$ cat config.mk
export PLATFORM = sky130hd
export DESIGN_NAME = ram_axi_master
export DESIGN_NICKNAME = d
export VERILOG_FILES = /design/src/rtl/ram_axi_master.sv
export SDC_FILE = /design/constraint.sdc
export NUM_CORES = 1
export LEC_CHECK = 0
export CAP_MARGIN = 5
export CORE_AREA = 2 2 181 183
export CTS_CLUSTER_SIZE = 8
export DETAILED_ROUTE_END_ITERATION = 7
export DIE_AREA = 0 0 183 185
export PLACE_DENSITY = 0.67
export SLEW_MARGIN = 15
export SYNTH_ARGS = -nofsm -noshare
export SYNTH_HDL_FRONTEND = slang
export SYNTH_SLANG_ARGS = --single-unit
$ cat constraint.sdc
create_clock -name clk -period 14.89 [get_ports clk]
set_input_delay 1.489 -clock clk [delete_from_list [all_inputs] [get_ports clk]]
set_output_delay 1.489 -clock clk [all_outputs]
set_load 0.05 [all_outputs]
$ cat src/rtl/ram_axi_master.sv
// ram_axi_master
// Bridges a single-outstanding CPU request/response port onto a simple
// RAM port with separate read and write channels. Each request is
// latched on accept, issued to the RAM, and answered with one response.
// RAM handshakes are guarded by a timeout that turns into an error response.
//
// Ports
//   clk, rst            : clock (rising edge), asynchronous active-high reset
//   req_valid/req_ready : CPU request handshake; req_ready is high only in IDLE
//   req_we              : 1 = write, 0 = read
//   req_addr            : 64-bit byte address; only the low 32 bits reach the RAM
//   req_wdata/req_wmask : write data and per-byte enables
//   resp_valid/ready    : response handshake
//   resp_rdata/resp_err : read data (0 for writes and errors), error flag
//   ram_raddr_o/ren_o   : RAM read address and enable (active in RD only)
//   ram_waddr_o/wen_o   : RAM write address and enable (active in WR only)
//   ram_wdata_o/wmask_o : write data (pre-masked) and bit-granular mask
//   ram_rdata_i         : RAM read data
//   ram_rready_i        : read data valid
//   ram_wready_i        : write accepted
//   ram_bvalid_i        : write completion
module ram_axi_master #(
    parameter int TIMEOUT = 16
) (
    input  logic        clk,
    input  logic        rst,
    input  logic        req_valid,
    input  logic        req_we,
    input  logic [63:0] req_addr,
    input  logic [63:0] req_wdata,
    input  logic [7:0]  req_wmask,
    output logic        req_ready,
    output logic        resp_valid,
    input  logic        resp_ready,
    output logic [63:0] resp_rdata,
    output logic        resp_err,
    output logic [31:0] ram_raddr_o,
    output logic        ram_ren_o,
    output logic [31:0] ram_waddr_o,
    output logic        ram_wen_o,
    output logic [63:0] ram_wdata_o,
    output logic [63:0] ram_wmask_o,
    input  logic [63:0] ram_rdata_i,
    input  logic        ram_rready_i,
    input  logic        ram_wready_i,
    input  logic        ram_bvalid_i
);

    localparam int CW = $clog2(TIMEOUT + 1);

    typedef enum logic [2:0] {IDLE, RD, WR, WAIT_B, RESP} state_t;

    state_t        state, state_nxt;
    // Only the low half of the address is kept: a nonzero upper half is
    // rejected at accept time and never reaches the RAM. The read/write
    // direction is carried by the state itself.
    logic [31:0]   addr_q;
    logic [63:0]   wdata_q;
    logic [7:0]    wmask_q;
    logic [CW-1:0] cnt;
    logic [63:0]   wmask_bits;

    logic accept;
    logic addr_err;
    logic timeout;
    logic waiting;

    assign req_ready = (state == IDLE) && !rst;
    assign accept    = req_valid && req_ready;
    assign addr_err  = |req_addr[63:32];
    assign timeout   = (cnt == CW'(TIMEOUT - 1));
    assign waiting   = (state == RD) || (state == WR) || (state == WAIT_B);

    // State register.
    always_ff @(posedge clk or posedge rst) begin
        if (rst) begin
            state <= IDLE;
        end else begin
            // NOTE: sequential state uses non-blocking assignments so every
            // register samples the pre-edge values of the others.
            state <= state_nxt;
        end
    end

    // Next-state logic. A handshake always wins over a timeout in the same cycle.
    always_comb begin
        // NOTE: the default assignment up front keeps this block latch-free
        // for every path through the case statement.
        state_nxt = state;
        case (state)
            IDLE:    if (accept) state_nxt = addr_err ? RESP : (req_we ? WR : RD);
            RD:      if (ram_rready_i || timeout) state_nxt = RESP;
            WR:      if (ram_wready_i) state_nxt = WAIT_B;
                     else if (timeout) state_nxt = RESP;
            WAIT_B:  if (ram_bvalid_i || timeout) state_nxt = RESP;
            RESP:    if (resp_ready) state_nxt = IDLE;
            default: state_nxt = IDLE;
        endcase
    end

    // Request latch, wait counter and response registers.
    always_ff @(posedge clk or posedge rst) begin
        if (rst) begin
            // NOTE: every register here is cleared by reset; there is no
            // storage array, so nothing is left holding stale request data.
            addr_q     <= '0;
            wdata_q    <= '0;
            wmask_q    <= '0;
            cnt        <= '0;
            resp_rdata <= '0;
            resp_err   <= 1'b0;
        end else begin
            if (accept) begin
                addr_q     <= req_addr[31:0];
                wdata_q    <= req_wdata;
                wmask_q    <= req_wmask;
                resp_rdata <= '0;
                resp_err   <= addr_err;
            end

            // Restart the count on every entry into a waiting state,
            // including the WR -> WAIT_B hop.
            if (state_nxt != state &&
                (state_nxt == RD || state_nxt == WR || state_nxt == WAIT_B)) begin
                cnt <= '0;
            end else if (waiting) begin
                cnt <= cnt + 1'b1;
            end

            case (state)
                RD: begin
                    if (ram_rready_i) resp_rdata <= ram_rdata_i;
                    else if (timeout) resp_err   <= 1'b1;
                end
                WR:      if (!ram_wready_i && timeout) resp_err <= 1'b1;
                WAIT_B:  if (!ram_bvalid_i && timeout) resp_err <= 1'b1;
                default: ;
            endcase
        end
    end

    // Byte enables widened to a bit mask.
    always_comb begin
        wmask_bits = '0;
        for (int i = 0; i < 8; i++) begin
            wmask_bits[8*i +: 8] = {8{wmask_q[i]}};
        end
    end

    // RAM outputs are gated by state so they are zero everywhere except
    // RD/WR, and drop as soon as reset forces IDLE.
    assign ram_ren_o   = (state == RD);
    assign ram_raddr_o = ram_ren_o ? addr_q : '0;
    assign ram_wen_o   = (state == WR);
    assign ram_waddr_o = ram_wen_o ? addr_q : '0;
    assign ram_wmask_o = ram_wen_o ? wmask_bits : '0;
    // The RAM ORs data into the masked-off old word, so unmasked data bits
    // must be zero.
    assign ram_wdata_o = ram_wen_o ? (wdata_q & wmask_bits) : '0;

    assign resp_valid  = (state == RESP);

endmodule
-- Word level (Yosys, flattened, before mapping)
Cells that the tools add are included.
- ROM bits: 0
- memories: 0
- flip-flop bits (word level): 177
- memory bits (writable): 0
- bits in latches: 0
- multiplexer cells: 24
- reduce and logical (&&, ||, !) cells: 17
- bitwise gates (word level): 1
- divide/modulo/power cells: 0
- $lt $le $gt $ge: 0
- add/subtract/negate cells: 1
- shifts and indexed selects: 0
- $mul: 0
- eq/ne operators: 9
- operators by type and width (cell ; number):
    $mux 64 ; 5
    $and 64x64->64 ; 1
    $mux 32 ; 2
    $reduce_or 32->1 ; 1
    $mux 3 ; 7
    $pmux 3 s5 ; 1
    $eq 3x2->1 const B ; 4
    $mux 5 ; 2
    $eq 3x1->1 const B ; 2
    $logic_or 1x1->1 ; 6
    $add 5x1->5 const B ; 1
    $eq 5x4->1 const B ; 1
    $logic_and 1x1->1 ; 5
    $mux 1 ; 5
    $eq 3x3->1 const B ; 1
    $logic_not 1->1 ; 3
    $logic_not 3->1 ; 1
    $ne 3x3->1 ; 1
    $pmux 1 s3 ; 1
    $mux 2 ; 1
    $reduce_bool 2->1 ; 1

-- Logic depth before layout (Yosys ltp)
- depth in word-level cells: 10
- mapped depth: 8

-- Worst setup path after synthesis
OpenSTA, ideal clock, no wires.
- kind: reg-to-output
- from: register state[1]
- to: output port ram_wmask_o[10]
- cell stages (with the launch flop): 6
- buffers on the path: 3
- data arrival time: 2.369 ns
- required time: 13.401 ns
- setup slack: 11.032 ns
- cell sequence: dfrtp_1 -> buf_4 -> nor3b_4 -> clkbuf_1 -> and2_1 -> buf_4
- longest elaborated chain between the ends: 2
- ends and longest elaborated chain (element ; RTL line ; text):
    from (decl) ; 53 ; state_t state, state_nxt;
    from (signal assigned) ; 81 ; state <= state_nxt;
    $eq 3x2->1 ; 154 ; assign ram_wen_o = (state == WR);
    named net ram_wen_o ; 40 ; output logic ram_wen_o,
    $mux 64 ; 156 ; assign ram_wmask_o = ram_wen_o ? wmask_bits : '0;
    to (decl) ; 42 ; output logic [63:0] ram_wmask_o,
The timed path passes the listed nets, and every way through them passes these cells.

-- Worst setup path in the final report
- from: register state[1]
- to: output port ram_wmask_o[57]
- longest elaborated chain between the ends: 2
- ends and longest elaborated chain (element ; RTL line):
    $eq 3x2->1 ; 154
    $mux 64 ; 156
Every way passes these cells.

==> metrics.md <==
| Metric | Value |
|---|---|
| Die area | ~34000 um2 |
| Placed Instance Area | 12700 um2 |
| FMAX | 194 MHz |
| Port Buffers | ~470 |
| Clk sinks | 177 |
| Post-route minimum period | 5.15 ns |
| Slew @ Worst Pin | approximately 0.9 ns |
| CP Launch Point | state[1] |
| Largest family of logic cells by synthesized area | simple AND/OR/NAND/NOR gates |
| Synth-to-layout area growth | 61.9% |
| Max-slew headroom | about two fifths |
| Largest net degree at the start of global routing | 114 |
| Total vias in the final route | ~7400 |
| Unrepaired setup endpoints after global routing | no |
| Pwr/cell area | ~98 nW/um2 |
| Congestion Overflow GR | 0 |
| Post-synthesis xor/xnor area fraction | less than 1% |
| Drt pass-1 iters | 4 |
| Hold Path Class | register to register |
| Cell area after synthesis | 8230 um2 |
| Chip height | 185 um |
| Post-CTS Setup Inserts | 0 |
| Vias in the first global route | 7286 |
| Layout net count | around 1500 |
| Number of max-cap violations | 0 |
| Syn_nets | 1074 |
| # IOs | 469 |
| H-tree levels | 4 |
| Dominant synthesized flop cell | dfrtp_1 |
| Worst-path clk slew | 0.07 ns |
| First-pass GRT wire length | 41.1 mm |
| Wire per inst | 16.4 um |
| Chip width | 183 um |
| Leakage | 6.20 nW |
| Synth Area in Simple Gates | between 20 and 30% |
| Most frequent cell after synthesis | nand2_1 |
| Synth top area share | roughly 54% |
| Vias per cell | 4.42 |
| Initial Util | 25.7% |
| Mux cell area share after synthesis | 0.243% |
| Fin. max-slew vios | 0 |
| Row count | 66 |
| Final wirelength | 27.4 mm |
| Post-detail-place hpwl | 19.5 mm |
| Hold buffers post-CTS | 0 |
| VDD IR max | 0.0000643 V |
| Compound-gate portion of the synthesized area | 7.82% |
| Worst Path Arrival | 3.66 ns |
| Hold_sp | wdata_q[52] |
| Placed Instances | around 1600 |
| Worst setup margin | slightly below 10 ns |
| Required time worst endpoint | ~13 ns |
| Root buffer cell | clkbuf_16 |
| Worst slack, placed | 10.07 ns |
| R2R Path Start | state[0] |
| CTS tree | yes |
| Post-synthesis sequential area ratio | 53.8% |
| CTS resizes | 0 |
| Residual DRC | 0 |
| Crit. End Element | output pin |
| Layout cells sized above 1 | 3.80% |
| Worst-skew pair later-pin latency | about 0.43 ns |
| Endpoints failing setup | 0 |
| Critical Path Fanout Max | 93 |
| Synthesized area per cell | 9.52 um2 |
| All-Layer GR Usage | 15.7% |
| GPL Wtd Cong | between 0.7 and 0.8 |
| Final non-filler cell total | 1671 |
| Number of synthesized flops with an enable pin | 0 |
| Synth unique cells | 35 |
| Finished Cell Area | 13300 um2 |
| Synth top cells by count | nand2_1 (314), dfrtp_1 (177), and2_1 (73) |
| Initial antenna violation count | 2 |
| Core ar. | 32000 um2 |
| Area leader, netlist | dfrtp_1 |
| Status | finished clean |
| DR iter-0 viols | between 300 and 400 |
| Final Hold Viols | 0 |
| Synth async-reset ratio | 100% |
| Antenna viol nets, final | 0 |
| Post-synthesis adder-cell area fraction | less than 1% |
| Syn Inst Count | 864 |
| Critical path class | register to output pin |
| Setup tns final | 0 ns |
| Final period util | 34.6% |
| #FFs+latches synth | between 150 and 200 |
| CTS buffer count | 17 |
| Area contributors post-synth | dfrtp_1 (54%), nand2_1 (14%), a22o_1 (6.8%), buf_4 (6.0%), and2_1 (5.6%) |
| Worst clock skew | roughly 0.012 ns |
| CTS max path bufs | 2 |
| Overall Power | between 0.001 and 0.0015 W |
| Startpoint types | register |
| Yosys Warn Count | 0 |
where the power goes:
| part | internal (W) | total [W] | switching (W) |
|---|---|---|---|
| clock network | 0.000239 | 0.000460 | 0.000221 |
| registers | 0.000584 | 0.000662 | 0.0000782 |
| logic | 0.0000958 | 0.000186 | 0.0000901 |
| total | 0.000919 | 0.00131 | 0.000389 |
placed cells by master (no fill, tap or decap), types with 2 or more instances in the layout:
cell type        Yosys  layout
nor2_1               7       7
nor3_1               6       6
mux2i_1              2       2
inv_8                0       5
nor3b_4              2       2
inv_1                8       7
nor4_1               8       8
clkinvlp_4           0       2
ha_1                 2       2
xnor2_1              2       2
nand4_1              2       2
and2_1              73      72
and3_1              66      66
nand2_1            314     313
nand3_1              3       3
a21oi_1              4       4
buf_4               66       5
a21o_1               2       2
a22o_1              64      64
clkbuf_16            0      17
inv_6                0       7
dfrtp_1            177     177
clkdlybuf4s50_1      0     468
per-layer routing:
layer	up-vias	wire length (um)	GRT usage, %
met5	-	13	0
met4	2	546	5.92
met3	28	1990	4.46
met2	329	14000	27.6
met1	3502	10900	18.2
li1	3532	-	-
stage by stage:
| stage | hold WS, ns | util [%] |
|---|---|---|
| 2_1_floorplan | 0.437 | - |
| 6_report | 0.468 | 41.6 |
| 3_3_place_gp | 0.449 | 39.7 |
| 4_1_cts | 0.472 | 41.5 |
| 5_1_grt | 0.491 | 41.6 |
| 3_5_place_dp | 0.454 | 39.7 |
logic make-up after synthesis:
kind of cell,count (synthesis)
XOR/XNOR,3
buffers and inverters,117
flip-flops,177
multiplexers,2
adder cells (fa/ha/maj),2
AND/OR/NAND/NOR,487
AO/OA/AOI/OAI,76
path summary, 6_finish.rpt:
path | slack [ns] | depth (start not counted) | end
setup reg to reg | 12.25 | 5 | wdata_q[6]
min in group asynchronous | 1.72 | 2 | addr_q[16]
hold / removal | 0.47 | 2 | wdata_q[52]
hold reg to reg | 0.47 | 2 | wdata_q[52]
setup / recovery | 9.74 | 4 | ram_wmask_o[57]
max in group asynchronous | 11.81 | 3 | resp_rdata[8]
worst max-delay path, cell delays in order (launching register included):
cell	delay, ns
dfrtp_1	0.61
nor3b_4	0.56
buf_4	0.71
and2_1	0.42
clkdlybuf4s50_1	0.87
layout make-up:
| class | instances | area [um2] |
|---|---|---|
| clock inverter | 15 | 156 |
| clock buffer | 17 | 425 |
| antenna | 1 | 2.50 |
| timing repair buffer | 475 | 4750 |
| sequential | 177 | 4430 |
| fill | 3125 | 18700 |
| multi-input combinational | 570 | 3010 |
| inverter | 8 | 37.5 |
| tap | 408 | 510 |
flip-flops by register name, indices dropped and copies added (netlist names):
register,cells
wdata_q,64
state,3
wmask_q,8
resp_err,1
resp_rdata,64
addr_q,32
cnt,5
Power figures use the tool's default switching activity.
